### config.mk
export PLATFORM = sky130hd
export DESIGN_NAME = cache_miss_ctrl
export DESIGN_NICKNAME = d
export VERILOG_FILES = /design/src/rtl/cache_miss_ctrl.sv
export SDC_FILE = /design/constraint.sdc
export NUM_CORES = 1
export LEC_CHECK = 0
export ABC_AREA = 1
export CORE_ASPECT_RATIO = 1.75
export CORE_MARGIN = 2
export CORE_UTILIZATION = 30
export CTS_CLUSTER_DIAMETER = 60
export DETAILED_ROUTE_END_ITERATION = 10
export PLACE_DENSITY = 0.55
export SLEW_MARGIN = 20
export SYNTH_ARGS = -nofsm -noshare
export SYNTH_HDL_FRONTEND = slang
export SYNTH_SLANG_ARGS = --single-unit
### constraint.sdc
create_clock -name clk -period 3.1 [get_ports clk]
set_clock_uncertainty 0.15 [all_clocks]
set_input_delay 0.62 -clock clk [delete_from_list [all_inputs] [get_ports clk]]
set_output_delay 0.62 -clock clk [all_outputs]
set_load 0.02 [all_outputs]
### src/rtl/cache_miss_ctrl.sv
// Miss controller between a CPU port, a cache and a single-beat memory port.
// Handles lookup, 4-beat line refill, optional victim write-back, and a single retry.
module cache_miss_ctrl #(
    parameter int unsigned ACK_TIMEOUT = 255
) (
    input  logic         clk,
    input  logic         rst_n,
    input  logic         cpu_req,
    input  logic         cpu_we,
    input  logic [31:0]  cpu_addr,
    input  logic [31:0]  cpu_wdata,
    input  logic [1:0]   cpu_size,
    output logic [31:0]  cpu_rdata,
    output logic         cpu_ready,
    output logic         cpu_err,
    output logic [31:0]  c_addr,
    output logic [31:0]  c_data_in,
    output logic         c_read_enable,
    output logic         c_write_enable,
    output logic         c_load_enable,
    output logic [1:0]   c_byte_size,
    output logic [127:0] c_write_load_data,
    output logic         c_save_ready,
    input  logic         c_data_hit,
    input  logic         c_status_ready,
    input  logic         c_load_complate,
    input  logic         c_save_data,
    input  logic [31:0]  c_data_out,
    input  logic [127:0] c_write_back_data,
    input  logic [31:0]  c_wb_addr,
    output logic         mem_req,
    output logic         mem_we,
    output logic [31:0]  mem_addr,
    output logic [31:0]  mem_wdata,
    input  logic [31:0]  mem_rdata,
    input  logic         mem_ack
);

    typedef enum logic [2:0] {
        StIdle,
        StLookup,
        StFetch,
        StLoad,
        StWback,
        StSavedone,
        StRetry,
        StResp
    } state_e;

    // Abort fires on the last permitted wait cycle of a beat.
    localparam logic [31:0] TmoLast = ACK_TIMEOUT - 32'd1;

    state_e         state_q, state_d;
    logic           we_q, we_d;
    logic [31:0]    addr_q, addr_d;
    logic [31:0]    wdata_q, wdata_d;
    logic [1:0]     size_q, size_d;
    logic [1:0]     beat_q, beat_d;
    logic [31:0]    tmo_q, tmo_d;
    logic [127:0]   line_q, line_d;
    logic [127:0]   wb_line_q, wb_line_d;
    logic [31:0]    wb_addr_q, wb_addr_d;
    logic [31:0]    rdata_q, rdata_d;
    logic           err_q, err_d;

    always_comb begin
        state_d   = state_q;
        we_d      = we_q;
        addr_d    = addr_q;
        wdata_d   = wdata_q;
        size_d    = size_q;
        beat_d    = beat_q;
        tmo_d     = tmo_q;
        line_d    = line_q;
        wb_line_d = wb_line_q;
        wb_addr_d = wb_addr_q;
        rdata_d   = rdata_q;
        err_d     = err_q;

        unique case (state_q)
            StIdle: begin
                if (cpu_req) begin
                    we_d    = cpu_we;
                    addr_d  = cpu_addr;
                    wdata_d = cpu_wdata;
                    size_d  = cpu_size;
                    rdata_d = 32'd0;
                    err_d   = 1'b0;
                    state_d = StLookup;
                end
            end
            StLookup: begin
                if (c_status_ready) begin
                    if (c_data_hit) begin
                        rdata_d = we_q ? 32'd0 : c_data_out;
                        state_d = StResp;
                    end else begin
                        beat_d  = 2'd0;
                        tmo_d   = 32'd0;
                        state_d = StFetch;
                    end
                end
            end
            StFetch, StWback: begin
                if (mem_ack) begin
                    if (state_q == StFetch) begin
                        line_d[{beat_q, 5'b0} +: 32] = mem_rdata;
                    end
                    tmo_d  = 32'd0;
                    beat_d = beat_q + 2'd1;
                    if (beat_q == 2'd3) begin
                        state_d = (state_q == StFetch) ? StLoad : StSavedone;
                    end
                end else if (tmo_q == TmoLast) begin
                    rdata_d = 32'd0;
                    err_d   = 1'b1;
                    state_d = StResp;
                end else begin
                    tmo_d = tmo_q + 32'd1;
                end
            end
            StLoad: begin
                // A pending victim takes priority over load completion.
                if (c_save_data) begin
                    wb_line_d = c_write_back_data;
                    wb_addr_d = c_wb_addr;
                    beat_d    = 2'd0;
                    tmo_d     = 32'd0;
                    state_d   = StWback;
                end else if (c_load_complate) begin
                    state_d = StRetry;
                end
            end
            StSavedone: begin
                if (c_load_complate) begin
                    state_d = StRetry;
                end
            end
            StRetry: begin
                if (c_status_ready) begin
                    if (c_data_hit) begin
                        rdata_d = we_q ? 32'd0 : c_data_out;
                    end else begin
                        rdata_d = 32'd0;
                        err_d   = 1'b1;
                    end
                    state_d = StResp;
                end
            end
            StResp: begin
                state_d = StIdle;
            end
            default: begin
                state_d = StIdle;
            end
        endcase
    end

    always_ff @(posedge clk) begin
        if (!rst_n) begin
            state_q   <= StIdle;
            we_q      <= 1'b0;
            addr_q    <= 32'd0;
            wdata_q   <= 32'd0;
            size_q    <= 2'd0;
            beat_q    <= 2'd0;
            tmo_q     <= 32'd0;
            line_q    <= 128'd0;
            wb_line_q <= 128'd0;
            wb_addr_q <= 32'd0;
            rdata_q   <= 32'd0;
            err_q     <= 1'b0;
        end else begin
            state_q   <= state_d;
            we_q      <= we_d;
            addr_q    <= addr_d;
            wdata_q   <= wdata_d;
            size_q    <= size_d;
            beat_q    <= beat_d;
            tmo_q     <= tmo_d;
            line_q    <= line_d;
            wb_line_q <= wb_line_d;
            wb_addr_q <= wb_addr_d;
            rdata_q   <= rdata_d;
            err_q     <= err_d;
        end
    end

    always_comb begin
        cpu_rdata         = rdata_q;
        cpu_ready         = (state_q == StResp);
        cpu_err           = (state_q == StResp) && err_q;
        c_addr            = addr_q;
        c_data_in         = wdata_q;
        c_byte_size       = size_q;
        c_write_load_data = line_q;
        c_read_enable     = 1'b0;
        c_write_enable    = 1'b0;
        c_load_enable     = 1'b0;
        c_save_ready      = 1'b0;
        mem_req           = 1'b0;
        mem_we            = 1'b0;
        mem_addr          = 32'd0;
        mem_wdata         = 32'd0;

        if (state_q == StLookup || state_q == StRetry) begin
            c_read_enable  = ~we_q;
            c_write_enable = we_q;
        end
        // Load enable stays up across write-back until the cache finishes the load.
        if (state_q == StLoad || state_q == StWback || state_q == StSavedone) begin
            c_load_enable = 1'b1;
        end
        if (state_q == StSavedone) begin
            c_save_ready = 1'b1;
        end
        if (state_q == StFetch) begin
            mem_req  = 1'b1;
            mem_addr = {addr_q[31:4], beat_q, 2'b00};
        end
        if (state_q == StWback) begin
            mem_req   = 1'b1;
            mem_we    = 1'b1;
            mem_addr  = {wb_addr_q[31:4], beat_q, 2'b00};
            mem_wdata = wb_line_q[{beat_q, 5'b0} +: 32];
        end
    end

endmodule

==> impl_metrics.py <==
metrics = {
    "yosys": {
        "synth_area_leaders": "dfxtp_1 46%, a21oi_1 12%, nand2_1 7.2%",
        "synth-main-ff-cell": "dfxtp_1",
        "synth.avg_cell_area_sq_um": 7.218,
        "synthArstFlopShare_pct": 0,
        "synth.largest_area_cell": "dfxtp_1",
        "yosys_warnings": 0,
        "syn_inst": 2543,
        "ys_seq_elements": 421,
        "synth_top_family_by_area": "compound AO/OA/AOI/OAI gates",
        "seq_area_frac_synth_pct": 45.92,
        "synth_fa_ha_area_share_pct": 0.5453,
        "synthSimpleGateAreaFrac_pct": 19.95,
        "ys_types": 36,
        "netlist_area_sq_um": 18360,
        "synth_compound_area_share_pct": 22.68,
        "synth_edf_count": 0,
        "synthMuxAreaShare_pct": 0,
        "synth_top_area_share_pct": 45.92,
        "synthXorXnorAreaFrac_pct": 0.1431,
    },
    "flow_run": {
        "maxCapViolCount": 0,
    },
    "worst_setup_path": {
        "crit_path_end_kind": "primary output",
        "reg2regPathDepth": 7,
        "timing.rr.start": "beat_q[1]",
        "regToRegEndpoint": "c_write_load_data[94]",
        "worstPathRequired_ps": 2330,
        "cpPeakStageDelay_ps": 490,
        "path_cells": "inv_2, buf_12, o21ai_0, a21oi_1, dlygate4sd2_1",
        "worst-path-buf-inv": 3,
        "critPathTopFamily": "buffers and inverters",
        "r2r_setup_slack_ps": 520,
        "worst-path-max-fanout": 34,
        "cp_slowest_cell": "o21ai_0",
        "startpoint": "beat_q[0]",
        "path_depth": 5,
        "worstPathArrival_ps": 2270,
        "cp-start-kind": "flop",
        "critPathCapture": "mem_wdata[4]",
        "crit_type": "flop to primary output",
    },
    "routing": {
        "drtAntennaViolNets": 0,
        "wl_met2_um": 36910,
        "dr_total_vias": 19410,
        "post_drt_wl_per_cell_um": 19.23,
        "drt_wl_total_um": 74550,
        "dr.pass1.iters": 5,
        "highest_layer": "met5",
        "drc": 0,
        "dr_wl_met3_um": 5642,
        "via_per_inst": 5.005,
        "drt-met1-wl_um": 28330,
        "dr.first_iter.drc_count": 1109,
    },
    "clock_network": {
        "cts_buffer_depth": 3,
        "hold_buffers": 0,
        "cts-root-buf": "clkbuf_16",
        "tritoncts": "yes",
        "post_cts.repair.setup_buffers": 0,
        "clock_sinks": 421,
        "cts-htree-levels": 2,
        "clk_latency_ps": 590,
        "numCtsBuffers": 43,
        "path_clk_slew_ps": 70,
    },
    "die": {
        "die_h_um": 331.2,
        "core_region_area_sq_um": 60810,
        "start_util_pct": 30.19,
        "row_count": 120,
        "die-area_sq_um": 63260,
        "die_w_um": 191.0,
        "ios": 597,
    },
    "finish": {
        "drive_above_1_share_pct": 5.447,
        "area_growth_syn_to_layout_pct": 44.61,
        "n_fill_cell": 6268,
        "nets": 3339,
    },
    "placed_design": {
        "hpwl_um": 53270,
        "gp_congestion": 0.8719,
        "port_buffers": 590,
    },
    "timing": {
        "setup_tns_ps": 0,
        "hold_viol": 0,
        "rsz0062_at_grt": "false",
        "max_freq_mhz": 328.5,
        "final-setup-viol-count": 0,
        "timing.final.crit_share_pct": 98.20,
        "worst_slew_pin_slew_ps": 821.3,
        "relSlewSlack_pct": 45.25,
        "finalCriticalPeriod_ps": 3044,
        "slew_viol_final": 0,
    },
    "global_routing": {
        "grt_pass1_wl_um": 111700,
        "grt.overflow.total": 0,
        "grt_use_total_pct": 22.65,
        "grt_pass1_vias": 18830,
        "grt_max_degree": 106,
        "antenna_found_initial": 21,
    },
    "run_status": {
        "status": "complete, no violations",
    },
    "min_path": {
        "holdCritPathClass": "flop to flop",
    },
    "pwr": {
        "powerDensity_nw_per_um2": 704.5,
        "leakage_nw": 9.497,
        "ir_worst_vdd_uv": 415.5,
        "power.total_mw": 18.70,
    },
}
## cell usage after synthesis, types with 2 or more instances
cell type	instances
a211oi_1	42
a21oi_1	443
a31oi_1	42
buf_1	11
buf_2	31
buf_4	3
buf_6	3
clkbuf_1	160
clkinv_1	2
dfxtp_1	421
ha_1	8
inv_1	289
inv_2	7
nand2_1	352
nand2_2	5
nand3_1	173
nand3_2	2
nand4_1	97
nor2_1	129
nor2_2	4
nor3_1	18
o21ai_0	234
o22ai_1	28
or2_2	2
or3_1	25
xor2_1	2
## metal layers
metal	vias up	global-route usage, %
met4	6	11.83
li1	9534	-
met2	746	39.11
met3	137	5.682
met5	-	0
met1	8982	25.37
## how the worst min path moves through the flow
stage	startpoint	to	slack [ps]	cells after the start
2_1_floorplan	wb_line_q[64]	wb_line_q[64]	280	2
3_3_place_gp	c_data_in[0]	c_data_in[0]	280	2
3_5_place_dp	c_data_in[1]	c_data_in[1]	290	2
4_1_cts	rst_n	state_q[2]	290	3
5_1_grt	rst_n	cpu_rdata[30]	310	3
6_report	c_byte_size[1]	c_byte_size[1]	300	2
## state kept, by name, summed over array words and instances, names as in the netlist
signal	cells
c_byte_size	2
c_data_in	32
state_q	3
tmo_q	32
err_q	1
beat_q	2
we_q	1
wb_line_q	128
wb_addr_q	28
c_write_load_data	128
cpu_rdata	32
c_addr	32
## stage by stage
stage,hold WS (ps),instance area [sq um],util (%),setup slack (ps),cells
after global placement,282.9,25140,41.35,331.9,3780
after global routing,314.0,26540,43.65,9.398,3877
after CTS,287.9,26490,43.57,31.85,3859
after detailed placement,288.3,25140,41.35,331.4,3780
after floorplan,279.7,18360,-,511.5,2544
final,296.1,26540,43.65,55.72,3877
## report_power, final
part	leakage, nW	internal [mW]	total [mW]	switching (mW)
Clock	0.699	2.93	5.31	2.37
Combinational	5.38	2.57	6.94	4.37
Sequential	3.42	6.09	6.45	0.356
## cells by family (layout without fill, tap and decap cells)
group,count (synthesis),in the layout
fa+ha+maj,8,8
xor+xnor,3,3
other cells,1,20
buf+inv,506,1028
compound gates,792,792
simple gates,812,812
flops,421,421
## timing repair
item / 4_1_cts / 5_1_grt
resized for setup: 69 / 2
endpoints found under the setup margin: 67 / 2
pin swaps: 2 / 0
## area by class of cell
type,count,area (sq um),area share (%)
Timing Repair Buffer,651,6519,24.56
Clock inverter,21,214.0,0.8061
Multi-Input combinational cell,1617,8010,30.18
Sequential cell,421,8432,31.77
Antenna cell,18,45.04,0.1697
Clock buffer,58,1202,4.530
Tap cell,793,992.2,3.738
Inverter,298,1129,4.252
## worst register-to-register path: stages, from the launching register on
cell and delay, ps:
dfxtp_2 360, clkinv_1 80, buf_4 170, ha_1 520, buf_4 370, nand2_1 280, or3_1 430, a21oi_1 150
## layout by cell type (no fill, tap or decap), drive strengths merged, types with 8 or more instances in the layout
| cell type | n |
|---|---|
| clkdlybuf4s50 | 522 |
| a21oi | 443 |
| dfxtp | 421 |
| nand2 | 358 |
| inv | 300 |
| o21ai | 235 |
| nand3 | 176 |
| nor2 | 133 |
| nand4 | 97 |
| dlygate4sd2 | 64 |
| buf | 63 |
| clkbuf | 58 |
| a31oi | 42 |
| a211oi | 42 |
| o22ai | 28 |
| or3 | 25 |
| diode | 18 |
| nor3 | 18 |
| clkinv | 15 |
| ha | 8 |
No activity file was read; power rests on OpenSTA's default activity.
